**src/rtl/game_tick_ctrl.sv**
```systemverilog
`timescale 1ns/1ps
// ---------------------------------------------------------------------------
// game_tick_ctrl
// Game timebase. It raises a tick request once per period and holds it until
// the game logic acknowledges it. The game can be paused and single-stepped.
// With GAME_TICK_AUTOSPEED_EN defined, the period shrinks by one level every
// TICKS_PER_LEVEL accepted ticks.
//
// Optional feature macro: GAME_TICK_AUTOSPEED_EN (level ramping). When it is
// undefined, level is fixed at 0 and the period is always BASE_DIV.
//
// Ports
//   clock_50mhz : sole clock, rising edge
//   reset       : synchronous, active-high reset
//   start       : pulse, (re)start the timebase (priority over pause/step)
//   pause       : level, freeze the timebase while high
//   step        : pulse, issue one tick while paused
//   tick_ack    : game logic accepts the pending tick
//   tick        : tick request, held until acknowledged
//   running     : high while in RUN
//   level [3:0] : current speed level
//   overrun     : sticky, a period expired while a tick was still pending
// ---------------------------------------------------------------------------
module game_tick_ctrl #(
   parameter int unsigned BASE_DIV        = 150000,
   parameter int unsigned MIN_DIV         = 30000,
   parameter int unsigned SPEED_STEP      = 10000,
   parameter int unsigned TICKS_PER_LEVEL = 64
) (
   input  logic       clock_50mhz,
   input  logic       reset,
   input  logic       start,
   input  logic       pause,
   input  logic       step,
   input  logic       tick_ack,
   output logic       tick,
   output logic       running,
   output logic [3:0] level,
   output logic       overrun
);

   localparam int unsigned CNT_W = 32;
   localparam int unsigned LVL_W = 4;

   typedef enum logic [1:0] {
      ST_IDLE   = 2'd0,
      ST_RUN    = 2'd1,
      ST_PAUSED = 2'd2
   } state_e;

   state_e             state_q, state_d;
   logic [CNT_W-1:0]   cnt_q, cnt_d;
   logic               tick_q, tick_d;
   logic               running_q, running_d;
   logic               overrun_q, overrun_d;

   logic [CNT_W-1:0]   div_c;     // period currently being counted
   logic               expiry_c;  // current period ends at this edge
   logic               accept_c;  // pending tick accepted this cycle

   // Counting happens only while RUN is kept; a pause sampled high freezes cnt
   // at the same edge, and start always wins.
   assign expiry_c = (state_q == ST_RUN) && !pause && !start &&
                     (cnt_q == div_c - CNT_W'(1));
   assign accept_c = tick_q && tick_ack;

   // State register
   always_ff @(posedge clock_50mhz) begin
      if (reset) begin
         state_q <= ST_IDLE;
      end else begin
         state_q <= state_d;
      end
   end

   // Next-state logic
   always_comb begin
      state_d = state_q;
      if (start) begin
         state_d = ST_RUN;
      end else begin
         case (state_q)
            ST_RUN:    if (pause)  state_d = ST_PAUSED;
            ST_PAUSED: if (!pause) state_d = ST_RUN;
            default:   state_d = ST_IDLE;
         endcase
      end
   end

   // Output / datapath next values
   always_comb begin
      cnt_d     = cnt_q;
      tick_d    = tick_q;
      overrun_d = overrun_q;
      running_d = (state_d == ST_RUN);
      if (start) begin
         cnt_d     = '0;
         tick_d    = 1'b0;
         overrun_d = 1'b0;
      end else begin
         if ((state_q == ST_RUN) && !pause) begin
            cnt_d = expiry_c ? '0 : cnt_q + CNT_W'(1);
         end
         // Ticks never queue: an expiry either raises a fresh tick or, if the
         // old one is still unacknowledged, flags an overrun.
         if (expiry_c) begin
            if (tick_q && !tick_ack) begin
               overrun_d = 1'b1;
            end
            tick_d = 1'b1;
         end else if (accept_c) begin
            tick_d = 1'b0;
         end else if ((state_q == ST_PAUSED) && step && !tick_q) begin
            tick_d = 1'b1;
         end
      end
   end

   // Datapath registers
   always_ff @(posedge clock_50mhz) begin
      if (reset) begin
         cnt_q     <= '0;
         tick_q    <= 1'b0;
         running_q <= 1'b0;
         overrun_q <= 1'b0;
      end else begin
         cnt_q     <= cnt_d;
         tick_q    <= tick_d;
         running_q <= running_d;
         overrun_q <= overrun_d;
      end
   end

   assign tick    = tick_q;
   assign running = running_q;
   assign overrun = overrun_q;

`ifdef GAME_TICK_AUTOSPEED_EN
   localparam int unsigned WIDE_W = 64;
   localparam logic [LVL_W-1:0] LVL_MAX = 4'd15;

   logic [CNT_W-1:0] div_q, div_d;
   logic [LVL_W-1:0] level_q, level_d;
   logic [CNT_W-1:0] acc_q, acc_d;

   // max(BASE_DIV - lvl*SPEED_STEP, MIN_DIV) without wrapping below the floor
   function automatic logic [CNT_W-1:0] div_of(input logic [LVL_W-1:0] lvl);
      logic [WIDE_W-1:0] sub;
      sub = WIDE_W'(lvl) * WIDE_W'(SPEED_STEP);
      if (sub + WIDE_W'(MIN_DIV) >= WIDE_W'(BASE_DIV)) begin
         return CNT_W'(MIN_DIV);
      end
      return CNT_W'(BASE_DIV) - CNT_W'(sub);
   endfunction

   // Level ramp; the period is re-latched only at a wrap so the one in
   // progress keeps its length.
   always_comb begin
      div_d   = div_q;
      level_d = level_q;
      acc_d   = acc_q;
      if (start) begin
         div_d   = div_of(LVL_W'(0));
         level_d = '0;
         acc_d   = '0;
      end else begin
         if (expiry_c) begin
            div_d = div_of(level_q);
         end
         if (accept_c) begin
            if (acc_q + CNT_W'(1) >= CNT_W'(TICKS_PER_LEVEL)) begin
               acc_d = '0;
               if (level_q != LVL_MAX) begin
                  level_d = level_q + LVL_W'(1);
               end
            end else begin
               acc_d = acc_q + CNT_W'(1);
            end
         end
      end
   end

   always_ff @(posedge clock_50mhz) begin
      if (reset) begin
         div_q   <= div_of(LVL_W'(0));
         level_q <= '0;
         acc_q   <= '0;
      end else begin
         div_q   <= div_d;
         level_q <= level_d;
         acc_q   <= acc_d;
      end
   end

   assign div_c = div_q;
   assign level = level_q;
`else
   // Fixed speed: the ramp parameters have no effect in this build.
   logic unused_cfg_c;
   assign unused_cfg_c = ^{MIN_DIV, SPEED_STEP, TICKS_PER_LEVEL};

   assign div_c = CNT_W'(BASE_DIV);
   assign level = '0;
`endif

endmodule

```
**config.mk**
```make
export PLATFORM = sky130hd
export DESIGN_NAME = game_tick_ctrl
export DESIGN_NICKNAME = d
export VERILOG_FILES = /design/src/rtl/game_tick_ctrl.sv
export SDC_FILE = /design/constraint.sdc
export NUM_CORES = 1
export LEC_CHECK = 0
export ABC_AREA = 1
export ABC_CLOCK_PERIOD_IN_PS = 3300
export BUFFER_PORTS_ARGS = -buffer_cell sky130_fd_sc_hd__buf_2
export CELL_PAD_IN_SITES_DETAIL_PLACEMENT = 1
export CELL_PAD_IN_SITES_GLOBAL_PLACEMENT = 1
export CORE_MARGIN = 3
export CORE_UTILIZATION = 48
export CTS_BUF_LIST = sky130_fd_sc_hd__clkbuf_2 sky130_fd_sc_hd__clkbuf_4 sky130_fd_sc_hd__clkbuf_8
export CTS_CLUSTER_DIAMETER = 120
export DETAILED_ROUTE_END_ITERATION = 16
export HOLD_SLACK_MARGIN = 0.1
export PLACE_DENSITY_LB_ADDON = 0.1
export SYNTH_ARGS = -nofsm -noshare
export SYNTH_HDL_FRONTEND = slang
export SYNTH_SLANG_ARGS = --single-unit
```
**constraint.sdc**
```tcl
create_clock -name clock_50mhz -period 3.3 [get_ports clock_50mhz]
set_clock_uncertainty 0.05 [all_clocks]
set_input_delay 0.165 -clock clock_50mhz [delete_from_list [all_inputs] [get_ports clock_50mhz]]
set_output_delay 0.165 -clock clock_50mhz [all_outputs]
set_load 0.01 [all_outputs]
```
* Word level (Yosys, flattened, before mapping)
Cells that the tools add are included.
W data, S select, Z words.
** Cells by class
- Add/sub/neg operators :: 1
- Multiply operators :: 0
- Divide/modulo/power cells :: 0
- $lt $le $gt $ge :: 0
- Equality and inequality tests :: 4
- Shifts and indexed selects :: 0
- Mux-type cells :: 8
- Bitwise logic cells :: 0
- Reductions and logical operators :: 14
** Operators by type and width (count)
- $add A32 B1 Y32 const B :: 1
- $eq A32 B18 Y1 const B :: 1
- $mux W32 :: 1
- $logic_and A1 B1 Y1 :: 7
- $mux W2 :: 3
- $eq A2 B1 Y1 const B :: 2
- $logic_not A1 Y1 :: 4
- $pmux W2 S2 :: 1
- $mux W1 :: 3
- $reduce_bool A3 Y1 :: 1
- $eq A2 B2 Y1 const B :: 1
- $reduce_and A2 Y1 :: 1
- $reduce_or A2 Y1 :: 1
** Word-level totals
- Bits in registers :: 37
- Bits in latches :: 0
- Bits in writable memories :: 0
- ROM bits :: 0
- Bits of input ports :: 6
- Output and inout port bits :: 7
- Memories kept :: 0

* Depth between registers and ports, before layout
Gate-level depths: netlist of run 1.
- Depth in word-level cells :: 6
- Mapped depth :: 12
- Gate-level depth less buffers :: 11

* Worst setup path before layout of run 1
No wires, ideal clock.
- Path kind :: register to register
- Start point :: reg state_q[1]
- End point :: reg cnt_q[17]
- Setup time :: 0.113 ns
- Arrival :: 1.352 ns
- Required time :: 3.137 ns
- Path slack :: 1.784 ns
- Stages on the path, launching flop included :: 13
- Clock period less this slack :: 1.516 ns
- Cell sequence :: dfxtp_1 inv_1 ha_1 inv_1 nor2_1 nand2_1 nor2_1 nand2_1 nor2_1 nand2_1 nand2_1 buf_4 nor2_1
** On the way
- Word-level cells in the longest chain between the ends :: 5
** RTL lines
- from (decl) :: line 51 : state_e state_q, state_d;
- from (signal assigned) :: line 72 : state_q <= state_d;
- $eq A2 B1 Y1 * :: line 63, 101
- $logic_and A1 B1 Y1 * :: line 63, 101
- $logic_and A1 B1 Y1 (2 in series) :: line 63 : assign expiry_c = (state_q == ST_RUN) && !pause && !start &&
- $mux W32 :: line 102 : cnt_d = expiry_c ? '0 : cnt_q + CNT_W'(1);
- to (signal assigned) :: line 127 : cnt_q <= cnt_d;
- to (decl) :: line 52 : logic [CNT_W-1:0] cnt_q, cnt_d;
Mark *: on every way between the ends. The rest lies on a longest branch, timed or not.
A chain may end at the register's enable or synchronous reset.

* Final worst setup path of run 1
Same ends and word-level chain as after synthesis.

==> results of run 1 <==
## through the flow
step / utilization [%] / cell area [um2] / total power [mW] / setup WS (ns)
global placement: 52.57 / 2148 / 0.4854 / 1.576
global route: 56.34 / 2302 / 0.9761 / 1.287
finish: 56.34 / 2302 / 0.9477 / 1.489
floorplan: - / 2091 / 0.4806 / 1.784
CTS: 56.34 / 2302 / 0.9553 / 1.474
detailed placement: 52.57 / 2148 / 0.4861 / 1.475
## cells in the final DEF (no fill, tap or decap), drive strengths merged, types with 3 or more instances in the layout
cell type,count
a21oi,11
buf,8
clkbuf,5
conb,4
dfxtp,37
ha,3
inv,38
nand2,89
nand3,20
nand3b,4
nand4,6
nor2,79
nor3,3
xnor2,3
xor2,13
## worst paths after layout
| kind | cells past startpoint | end | slack (ns) | start |
|---|---|---|---|---|
| max | 11 | cnt_q[17] | 1.49 | state_q[1] |
| min | 4 | overrun | 0.13 | tick_ack |
| max reg2reg | 11 | cnt_q[17] | 1.49 | state_q[1] |
| min reg2reg | 2 | overrun | 0.40 | overrun |
## area by class of cell
| type | instances | share of cell area [%] |
|---|---|---|
| flip-flops and latches | 37 | 32.17 |
| clock inverters | 3 | 2.826 |
| clock buffers | 5 | 2.989 |
| multi-input cells | 241 | 50.49 |
| inverters | 38 | 6.196 |
| repair buffers | 10 | 2.609 |
| well taps | 50 | 2.717 |
## flip-flops by register name, indices dropped and copies added (netlist names)
register / cells
cnt_q: 32
overrun: 1
running: 1
state_q: 2
tick: 1
## power groups by stage
stage	Clock [mW]	Combinational [mW]	Sequential, mW
CTS	0.478	0.0279	0.449
global route	0.494	0.0322	0.450
detailed placement	0	0.0263	0.460
floorplan	0	0.0207	0.460
global placement	0	0.0256	0.460
finish	0.471	0.0277	0.449
## routing by layer
metal	up-vias	track usage [%]
li1	1008	-
met1	907	30.34
met2	22	38.27
met3	11	3.787
met4	0	8.559
met5	-	0
## kinds of logic (layout without fill, tap and decap cells)
| family | Yosys count | in the layout | synth area share, % |
|---|---|---|---|
| AO/OA/AOI/OAI | 15 | 15 | 3.730 |
| buffers and inverters | 45 | 56 | 9.026 |
| XOR/XNOR | 16 | 16 | 6.739 |
| adder cells (fa/ha/maj) | 3 | 3 | 1.805 |
| AND/OR/NAND/NOR | 203 | 203 | 42.90 |
| flip-flops | 37 | 37 | 35.62 |
| other | 1 | 4 | 0.1803 |
## critical path: cells and delay by family (launching register included)
family / cells / cell delay, ns
and+or+nand+nor: 8 / 1.02
adders and majority gates: 1 / 0.17
DFF: 1 / 0.34
buffers and inverters: 2 / 0.12
==> flow_metrics.env, run 1 <==
export IMPL_synth_ff_type="dfxtp_1"
export IMPL_fin_nets=342
export IMPL_fin_tns_setup_ns=0
export IMPL_top_layer="met4"
export IMPL_yosys_top_cells_count="nand2_1, nor2_1, inv_1"
export IMPL_critPathCaptureType="register"
export IMPL_gp_congestion=0.7727
export IMPL_dieArea_um2=5158
export IMPL_wl_per_cell_um=13.97
export IMPL_p_leak_nw=0.8251
export IMPL_clkPwrFrac_pct=49.7
export IMPL_final_hold_viol_count=0
export IMPL_cts_root_buf="clkbuf_8"
export IMPL_area_growth_pct=10.71
export IMPL_maxCapViolCount=0
export IMPL_viasPerCell=5.073
export IMPL_multi_input_area_um2=1162
export IMPL_antenna_cells=0
export IMPL_avgSynthCellArea_um2=6.498
export IMPL_yosysWarnings=0
export IMPL_grt_pass1_vias=2013
export IMPL_core_area_um2=4086
export IMPL_cp_slowest_cell="dfxtp_1"
export IMPL_p_sw_mw=0.1908
export IMPL_grt_max_degree=24
export IMPL_ys_seq_area_share_pct=35.62
export IMPL_m1WireLength_mm=2.484
export IMPL_ant_nets=0
export IMPL_path_class="register to register"
export IMPL_cts_clk_slew_worst_paths_ns=0.08
export IMPL_gr_total_overflow=0
export IMPL_clkLatencyLatePin_ns=0.29
export IMPL_drt_iter0_markers=79
export IMPL_netlist_top_cell_by_area="dfxtp_1"
export IMPL_max_freq_mhz=552.3
export IMPL_seqPwrFrac_pct=47.4
export IMPL_wirelength_mm=5.363
export IMPL_ys_ff_latch=37
export IMPL_syn_inst=320
export IMPL_place_inst=374
export IMPL_grt_use_total_pct=23.17
export IMPL_rsz0062_at_grt="no"
export IMPL_ir_worst_vdd_v=0.0002432
export IMPL_maxSlewViolCount=0
export IMPL_clkSinkCount=37
export IMPL_wl_met3_um=194
export IMPL_status="finished clean"
export IMPL_vias=1948
export IMPL_synth_top_area_share_pct=35.62
export IMPL_max_slew_margin_pct=49.25
export IMPL_antenna_found_initial=0
export IMPL_cts_tree="built"
export IMPL_grt_pass1_wl_mm=9.273
export IMPL_setup_viol=0
export IMPL_finalNonFillerCells=384
export IMPL_p_int_mw=0.7569
export IMPL_fill_cells=587
export IMPL_worst_setup_path_start_kind="register"
export IMPL_cts_hold_buf=2
export IMPL_hp_class="input port to register"
export IMPL_firstDrtPassIters=4
export IMPL_synth_edf_count=0
export IMPL_cp_max_fo=11
export IMPL_tightest_slew_ns=0.7604
export IMPL_initial_core_util_pct=50.89
export IMPL_row_count=23
export IMPL_cts_setup_buffers=0
export IMPL_synth_cell_types=24
export IMPL_fin_crit_sh_pct=54.87
export IMPL_synth_async_reset_ratio_pct=0
export IMPL_p_comb_share_pct=2.9
export IMPL_numCtsBuffers=5
export IMPL_ctsResizeCount=0
export IMPL_crit_chain="inv_1, ha_1, inv_1, nor2_1, nand2_1, nor2_1, nand2_1, nor2_1, nand2_1, nand2_1, nor2_1"
export IMPL_switching_share_pct=20.14
export IMPL_synth_area_leaders="dfxtp_1, nand2_1, nor2_1"
export IMPL_drc=0
export IMPL_worstPathArrival_ns=1.94
export IMPL_routed_wl_met2_mm=2.583
export IMPL_die_width_um=71.82
export IMPL_drive_above_1_share_pct=8.982
export IMPL_power_density_nw_per_um2=411.7
export IMPL_fin_crit_ns=1.811
export IMPL_crit_required_ns=3.43
export IMPL_netlist_area_um2=2079
export IMPL_ios=13
export IMPL_io_buffer_count=8
export IMPL_synth_most_common_cell="nand2_1"
export IMPL_fp_dieH_um=71.82
export IMPL_hold_ws_ns=0.1257
export IMPL_clock_path_buffers=2
export IMPL_hpwl_mm=4.050
export IMPL_critPathMaxStageDelay_ns=0.34
export IMPL_register_area_um2=740.7
export IMPL_h_tree_depth=2
No activity file was read; power rests on OpenSTA's default activity.
==> run 2: changes to the inputs <==
--- a/config.mk
+++ b/config.mk
@@ -5,13 +5,13 @@
 export SDC_FILE = /design/constraint.sdc
 export NUM_CORES = 1
 export LEC_CHECK = 0
-export ABC_AREA = 1
-export ABC_CLOCK_PERIOD_IN_PS = 3300
+export ABC_AREA = 0
+export ABC_CLOCK_PERIOD_IN_PS = 1500
 export BUFFER_PORTS_ARGS = -buffer_cell sky130_fd_sc_hd__buf_2
 export CELL_PAD_IN_SITES_DETAIL_PLACEMENT = 1
 export CELL_PAD_IN_SITES_GLOBAL_PLACEMENT = 1
 export CORE_MARGIN = 3
-export CORE_UTILIZATION = 48
+export CORE_UTILIZATION = 42
 export CTS_BUF_LIST = sky130_fd_sc_hd__clkbuf_2 sky130_fd_sc_hd__clkbuf_4 sky130_fd_sc_hd__clkbuf_8
 export CTS_CLUSTER_DIAMETER = 120
 export DETAILED_ROUTE_END_ITERATION = 16
==> constraint.sdc (replaced) <==
create_clock -name clock_50mhz -period 1.5 [get_ports clock_50mhz]
set_clock_uncertainty 0.05 [all_clocks]
set_input_delay 0.075 -clock clock_50mhz [delete_from_list [all_inputs] [get_ports clock_50mhz]]
set_output_delay 0.075 -clock clock_50mhz [all_outputs]
set_load 0.01 [all_outputs]
==> flow_metrics.env, run 2 <==
export IMPL_wirelength_mm=6.046
export IMPL_netlist_area_um2=1760
export IMPL_seqPwrFrac_pct=54.2
export IMPL_m1WireLength_mm=2.513
export IMPL_drive_above_1_share_pct=36.03
export IMPL_p_leak_nw=0.9830
export IMPL_wl_met3_um=277
export IMPL_crit_chain="or4_4, nor4_4, nand4_1, nand2_2, buf_6, clkbuf_16, nor2_1"
export IMPL_violations="setup timing"
export IMPL_hold_ws_ns=0.1326
export IMPL_worstPathArrival_ns=2.10
export IMPL_fin_crit_sh_pct=132.1
export IMPL_cp_slowest_cell="or4_4"
export IMPL_power_density_nw_per_um2=735.7
export IMPL_crit_required_ns=1.62
export IMPL_cts_root_buf="clkbuf_8"
export IMPL_final_hold_viol_count=0
export IMPL_clock_path_buffers=2
export IMPL_path_class="register to register"
export IMPL_hpwl_mm=3.589
export IMPL_viasPerCell=5.569
export IMPL_fill_cells=463
export IMPL_top_layer="met4"
export IMPL_fp_dieH_um=70.74
export IMPL_setup_viol=34
export IMPL_regMostFlops="cnt_q"
export IMPL_gr_total_overflow=0
export IMPL_die_width_um=70.74
export IMPL_fin_nets=281
export IMPL_drt_iter0_markers=121
export IMPL_synth_cell_types=35
export IMPL_wl_per_cell_um=18.89
export IMPL_clkLatencyLatePin_ns=0.29
export IMPL_cp_max_fo=7
export IMPL_largest_register_ff_count=32
export IMPL_clkSinkCount=37
export IMPL_synth_async_reset_ratio_pct=0
export IMPL_maxSlewViolCount=0
export IMPL_p_sw_mw=0.4045
export IMPL_ios=13
export IMPL_final_cell_mix="buf_4, dfxtp_1, nor2_1"
export IMPL_firstDrtPassIters=4
export IMPL_area_growth_pct=40.58
export IMPL_fin_crit_ns=1.981
export IMPL_setup_ws_ns=-0.4812
export IMPL_synth_edf_count=0
export IMPL_clkPwrFrac_pct=40.3
export IMPL_critPathMaxStageDelay_ns=0.51
export IMPL_critical_path_top_delay_family="simple AND/OR/NAND/NOR gates"
export IMPL_yosysWarnings=0
export IMPL_max_freq_mhz=504.7
export IMPL_h_tree_depth=2
export IMPL_synth_area_leaders="dfxtp_1, xor2_1, nor2_1"
export IMPL_path_buf_inv=2
export IMPL_yosys_top_cells_count="dfxtp_1, nor2_1, xor2_1"
export IMPL_io_buffer_count=8
export IMPL_grt_max_degree=15
export IMPL_grt_pass1_vias=1883
export IMPL_p_comb_share_pct=5.5
export IMPL_vias=1782
export IMPL_netlist_top_cell_by_area="dfxtp_1"
export IMPL_ant_nets=0
export IMPL_core_area_um2=3854
export IMPL_maxCapViolCount=0
export IMPL_synth_top_area_share_pct=42.08
export IMPL_cts_tree="built"
export IMPL_dieArea_um2=5004
export IMPL_synth_ff_type="dfxtp_1"
export IMPL_antenna_found_initial=0
export IMPL_synth_most_common_cell="dfxtp_1"
export IMPL_row_count=22
export IMPL_place_ws_ns=-0.4015
export IMPL_syn_inst=203
export IMPL_worst_setup_path_start_kind="register"
export IMPL_cts_clk_slew_worst_paths_ns=0.07
export IMPL_numCtsBuffers=5
export IMPL_ir_worst_vdd_v=0.0008415
export IMPL_gp_congestion=0.7603
export IMPL_reg_largest_list="cnt_q x32, state_q x2"
export IMPL_rsz0062_at_grt="yes"
export IMPL_avgSynthCellArea_um2=8.672
export IMPL_final_common_cell="buf_4"
export IMPL_p_int_mw=1.416
export IMPL_ys_seq_area_share_pct=42.08
export IMPL_hp_class="input port to register"
export IMPL_initial_core_util_pct=45.68
export IMPL_switching_share_pct=22.21
export IMPL_routed_wl_met2_mm=3.102
export IMPL_critPathCaptureType="register"
export IMPL_grt_use_total_pct=22.25
export IMPL_grt_pass1_wl_mm=8.887
export IMPL_drc=0
export IMPL_ys_ff_latch=37
export IMPL_antenna_cells=0
export IMPL_status="finished, violations left"
## run 2: cell count changes after synthesis, sizes merged, moves of 4 or more
cell	previous run	this run
nand2	89	14
nor2	79	33
inv	38	4
nand3	20	13
xor2	13	20
o21ai	2	8
or3	0	6
and3	0	5
and4	0	5
nand4	6	10
or4	0	4
## run 2: logic make-up after synthesis
kind of cell    synth area share [%]
compound gates                 5.686
xor+xnor                       12.44
fa+ha+maj                      2.132
buf+inv                        4.690
flops                          42.08
mux                            1.208
other cells                   0.2130
simple gates                   31.56
## run 2: worst paths after layout
kind             start       end  slack [ns]  cells after the start
max          cnt_q[30]  cnt_q[6]       -0.48                      7
max reg2reg  cnt_q[30]  cnt_q[6]       -0.48                      7
min               step      tick        0.13                      4
min reg2reg    overrun   overrun        0.47                      1
## run 2: worst min-delay path, cell delays in order
cell      delay, ns
buf_2          0.09
nand2_1        0.05
mux2_2         0.15
a21boi_2       0.05
## run 2: timing repair
action / 4_1_cts / 5_1_grt
gates resized for setup: 8 / 17
endpoints found under the hold margin: 5 / 0
cloned: 1 / 1
pin swaps: 6 / 11
endpoints found under the setup margin: 34 / 35
buffers inserted: 4 / 3
hold buffers: 2 / 0
## run 2: metrics by stage
step / power, mW / setup TNS [ns] / utilization [%] / cells / instance area [um2]
2_1_floorplan: 1.060 / -6.203 / - / 206 / 1787
3_3_place_gp: 1.078 / -11.20 / 57.27 / 304 / 2207
3_5_place_dp: 1.082 / -11.96 / 57.27 / 304 / 2207
4_1_cts: 1.806 / -11.99 / 61.98 / 317 / 2389
5_1_grt: 1.873 / -17.01 / 64.22 / 320 / 2475
6_report: 1.821 / -14.36 / 64.22 / 320 / 2475
## run 2: final cells by class
class,instances,area (um2),share of cell area [%]
Inverter,4,15.01,0.6067
Multi-Input combinational cell,157,1037,41.91
Tap cell,48,60.06,2.427
Clock buffer,7,90.09,3.640
Sequential cell,37,747.0,30.18
Timing Repair Buffer,67,525.5,21.23
## run 2: layer usage
metal / track usage, % / vias up
met5: 0 / -
met4: 8.351 / 0
met2: 38.52 / 49
met1: 26.46 / 882
li1: - / 834
met3: 5.540 / 17
## run 2: power by group through the flow
stage	sequential (mW)	clock (mW)	combinational, mW
finish	0.987	0.734	0.100
global route	0.987	0.778	0.107
CTS	0.987	0.727	0.0919
detailed placement	1.01	0	0.0723
global placement	1.01	0	0.0681
floorplan	1.01	0	0.0482
==> run 3: changes to the inputs <==
--- a/config.mk
+++ b/config.mk
@@ -11,9 +11,10 @@
 export CELL_PAD_IN_SITES_DETAIL_PLACEMENT = 1
 export CELL_PAD_IN_SITES_GLOBAL_PLACEMENT = 1
 export CORE_MARGIN = 3
-export CORE_UTILIZATION = 42
+export CORE_UTILIZATION = 40
 export CTS_BUF_LIST = sky130_fd_sc_hd__clkbuf_2 sky130_fd_sc_hd__clkbuf_4 sky130_fd_sc_hd__clkbuf_8
 export CTS_CLUSTER_DIAMETER = 120
+export CTS_CLUSTER_SIZE = 25
 export DETAILED_ROUTE_END_ITERATION = 16
 export HOLD_SLACK_MARGIN = 0.1
 export PLACE_DENSITY_LB_ADDON = 0.1
==> constraint.sdc (replaced) <==
create_clock -name clock_50mhz -period 1.5 [get_ports clock_50mhz]
set_clock_uncertainty 0.05 [all_clocks]
set_input_delay 0.15 -clock clock_50mhz [delete_from_list [all_inputs] [get_ports clock_50mhz]]
set_output_delay 0.15 -clock clock_50mhz [all_outputs]
set_load 0.01 [all_outputs]
==> flow_metrics.env, run 3 (synthesis gave the netlist of run 2 again) <==
export IMPL_power_density_nw_per_um2=726.8
export IMPL_gp_congestion=0.7965
export IMPL_final_hold_viol_count=0
export IMPL_top_layer="met4"
export IMPL_clkSinkCount=37
export IMPL_fin_crit_ns=2.007
export IMPL_crit_required_ns=1.64
export IMPL_area_growth_pct=45.34
export IMPL_cp_slowest_cell="or4_4"
export IMPL_timing_rr_start="cnt_q[23]"
export IMPL_worst_setup_path_start_kind="register"
export IMPL_p_total_mw=1.860
export IMPL_rsz0062_at_grt="yes"
export IMPL_status="finished, violations left"
export IMPL_vias=1711
export IMPL_cp_max_fo=5
export IMPL_fin_crit_sh_pct=133.8
export IMPL_die_width_um=72.34
export IMPL_initial_core_util_pct=42.78
export IMPL_cts_root_buf="clkbuf_8"
export IMPL_viasPerCell=5.314
export IMPL_wl_per_cell_um=18.03
export IMPL_wirelength_mm=5.805
export IMPL_worstPathArrival_ns=2.14
export IMPL_crit_start="cnt_q[23]"
export IMPL_clock_path_buffers=2
export IMPL_numCtsBuffers=5
export IMPL_p_leak_nw=0.9937
export IMPL_grt_pass1_wl_mm=9.170
export IMPL_maxCapViolCount=0
export IMPL_ios=13
export IMPL_dieArea_um2=5233
export IMPL_fin_nets=280
export IMPL_m1WireLength_mm=2.546
export IMPL_largest_register_ff_count=32
export IMPL_max_freq_mhz=498.2
export IMPL_violations="setup timing"
export IMPL_core_area_um2=4115
export IMPL_critical_path_top_delay_family="simple AND/OR/NAND/NOR gates"
export IMPL_cts_clk_slew_worst_paths_ns=0.08
export IMPL_gr_total_overflow=0
export IMPL_h_tree_depth=2
export IMPL_hpwl_mm=3.684
export IMPL_row_count=23
export IMPL_setup_viol=34
export IMPL_maxSlewViolCount=0
export IMPL_path_buf_inv=2
export IMPL_final_common_cell="buf_4"
export IMPL_path_class="register to register"
export IMPL_r2r_cells=7
export IMPL_ir_worst_vdd_v=0.0004447
export IMPL_cp_depth=7
export IMPL_drt_iter0_markers=78
export IMPL_clkLatencyLatePin_ns=0.30
export IMPL_routed_wl_met2_mm=2.977
export IMPL_crit_chain="or4_4, nor4_4, nand4_1, nand2_2, buf_12, clkbuf_16, nor2_4"
export IMPL_io_buffer_count=8
export IMPL_antenna_found_initial=0
export IMPL_r2r_slack_ns=-0.51
export IMPL_endpoint="cnt_q[13]"
export IMPL_setup_ws_ns=-0.5071
export IMPL_grt_use_total_pct=22.95
export IMPL_antenna_cells=0
export IMPL_cts_tree="built"
export IMPL_fp_dieH_um=72.34
export IMPL_critPathCaptureType="register"
export IMPL_firstDrtPassIters=4
export IMPL_grt_pass1_vias=1864
export IMPL_place_ws_ns=-0.5192
export IMPL_ant_nets=0
export IMPL_final_cell_mix="buf_4, dfxtp_1, nor2_1"
export IMPL_r2r_end="cnt_q[13]"
export IMPL_hp_class="input port to register"
export IMPL_wl_met3_um=121
export IMPL_critPathMaxStageDelay_ns=0.54
export IMPL_drive_above_1_share_pct=38.97
export IMPL_drc=0
export IMPL_grt_max_degree=12
export IMPL_reg_largest_list="cnt_q x32, state_q x2"
export IMPL_regMostFlops="cnt_q"
==> run 3: changes by cell type in the layout (fill, tap and decap cells not counted), moves of 2 or more <==
cell	change
buf_12	+3
ha_2	-2
nor2_4	+6
clkbuf_4	+2
nor2_1	-5
a21oi_2	+3
buf_6	-2
a21oi_1	-3
ha_4	+2
==> run 3: what timing repair did <==
action	CTS	global route
gates cloned	1	1
resized for setup	12	25
hold buffers	1	0
pin swaps	2	11
setup endpoints to repair	35	35
endpoints found under the hold margin	2	0
setup buffers	2	1
==> run 3: cell type report <==
cell class | count | area, um2
Sequential cell | 37 | 745.7
Multi-Input combinational cell | 157 | 1099
Tap cell | 50 | 62.56
Clock buffer | 8 | 91.34
Timing Repair Buffer | 66 | 545.5
Fill cell | 477 | 1556
Inverter | 4 | 15.01
==> run 3: worst min-delay path by stage <==
stage / from / slack, ns / cells after the start / endpoint
6_report: tick_ack / 0.14 / 3 / tick
3_3_place_gp: reset / 0.29 / 2 / state_q[1]
3_5_place_dp: reset / 0.30 / 2 / state_q[1]
5_1_grt: tick_ack / 0.14 / 3 / tick
2_1_floorplan: reset / 0.17 / 1 / state_q[1]
4_1_cts: tick_ack / 0.13 / 3 / overrun
==> run 3: per-stage QoR <==
stage	hold WS (ns)	std cells	util, %	setup TNS [ns]	area (um2)
floorplan	0.1724	206	-	-6.203	1787
global placement	0.2911	309	54.55	-16.99	2245
detailed placement	0.2951	309	54.55	-16.01	2245
CTS	0.1337	321	59.87	-14.84	2464
global route	0.1397	322	62.18	-19.83	2559
finish	0.1377	322	62.18	-16.24	2559
==> run 3: worst reg2reg max path: cells and delay by family (launching register included) <==
family                 cells  cell delay [ns]
buffers and inverters      2             0.29
and+or+nand+nor            5             1.24
DFF                        1             0.32
==> run 3: layer usage <==
layer / vias to the layer above / global-route usage [%]
met5: - / 0
met4: 0 / 10.65
li1: 833 / -
met2: 28 / 39.13
met1: 836 / 27.40
met3: 14 / 4.848
==> run 3: power by group <==
group | switching [mW] | internal (mW) | leakage (nW) | total, mW
sequential | 0.00295 | 0.986 | 0.300 | 0.988
combinational | 0.0599 | 0.0581 | 0.644 | 0.118
clock | 0.368 | 0.385 | 0.0498 | 0.753
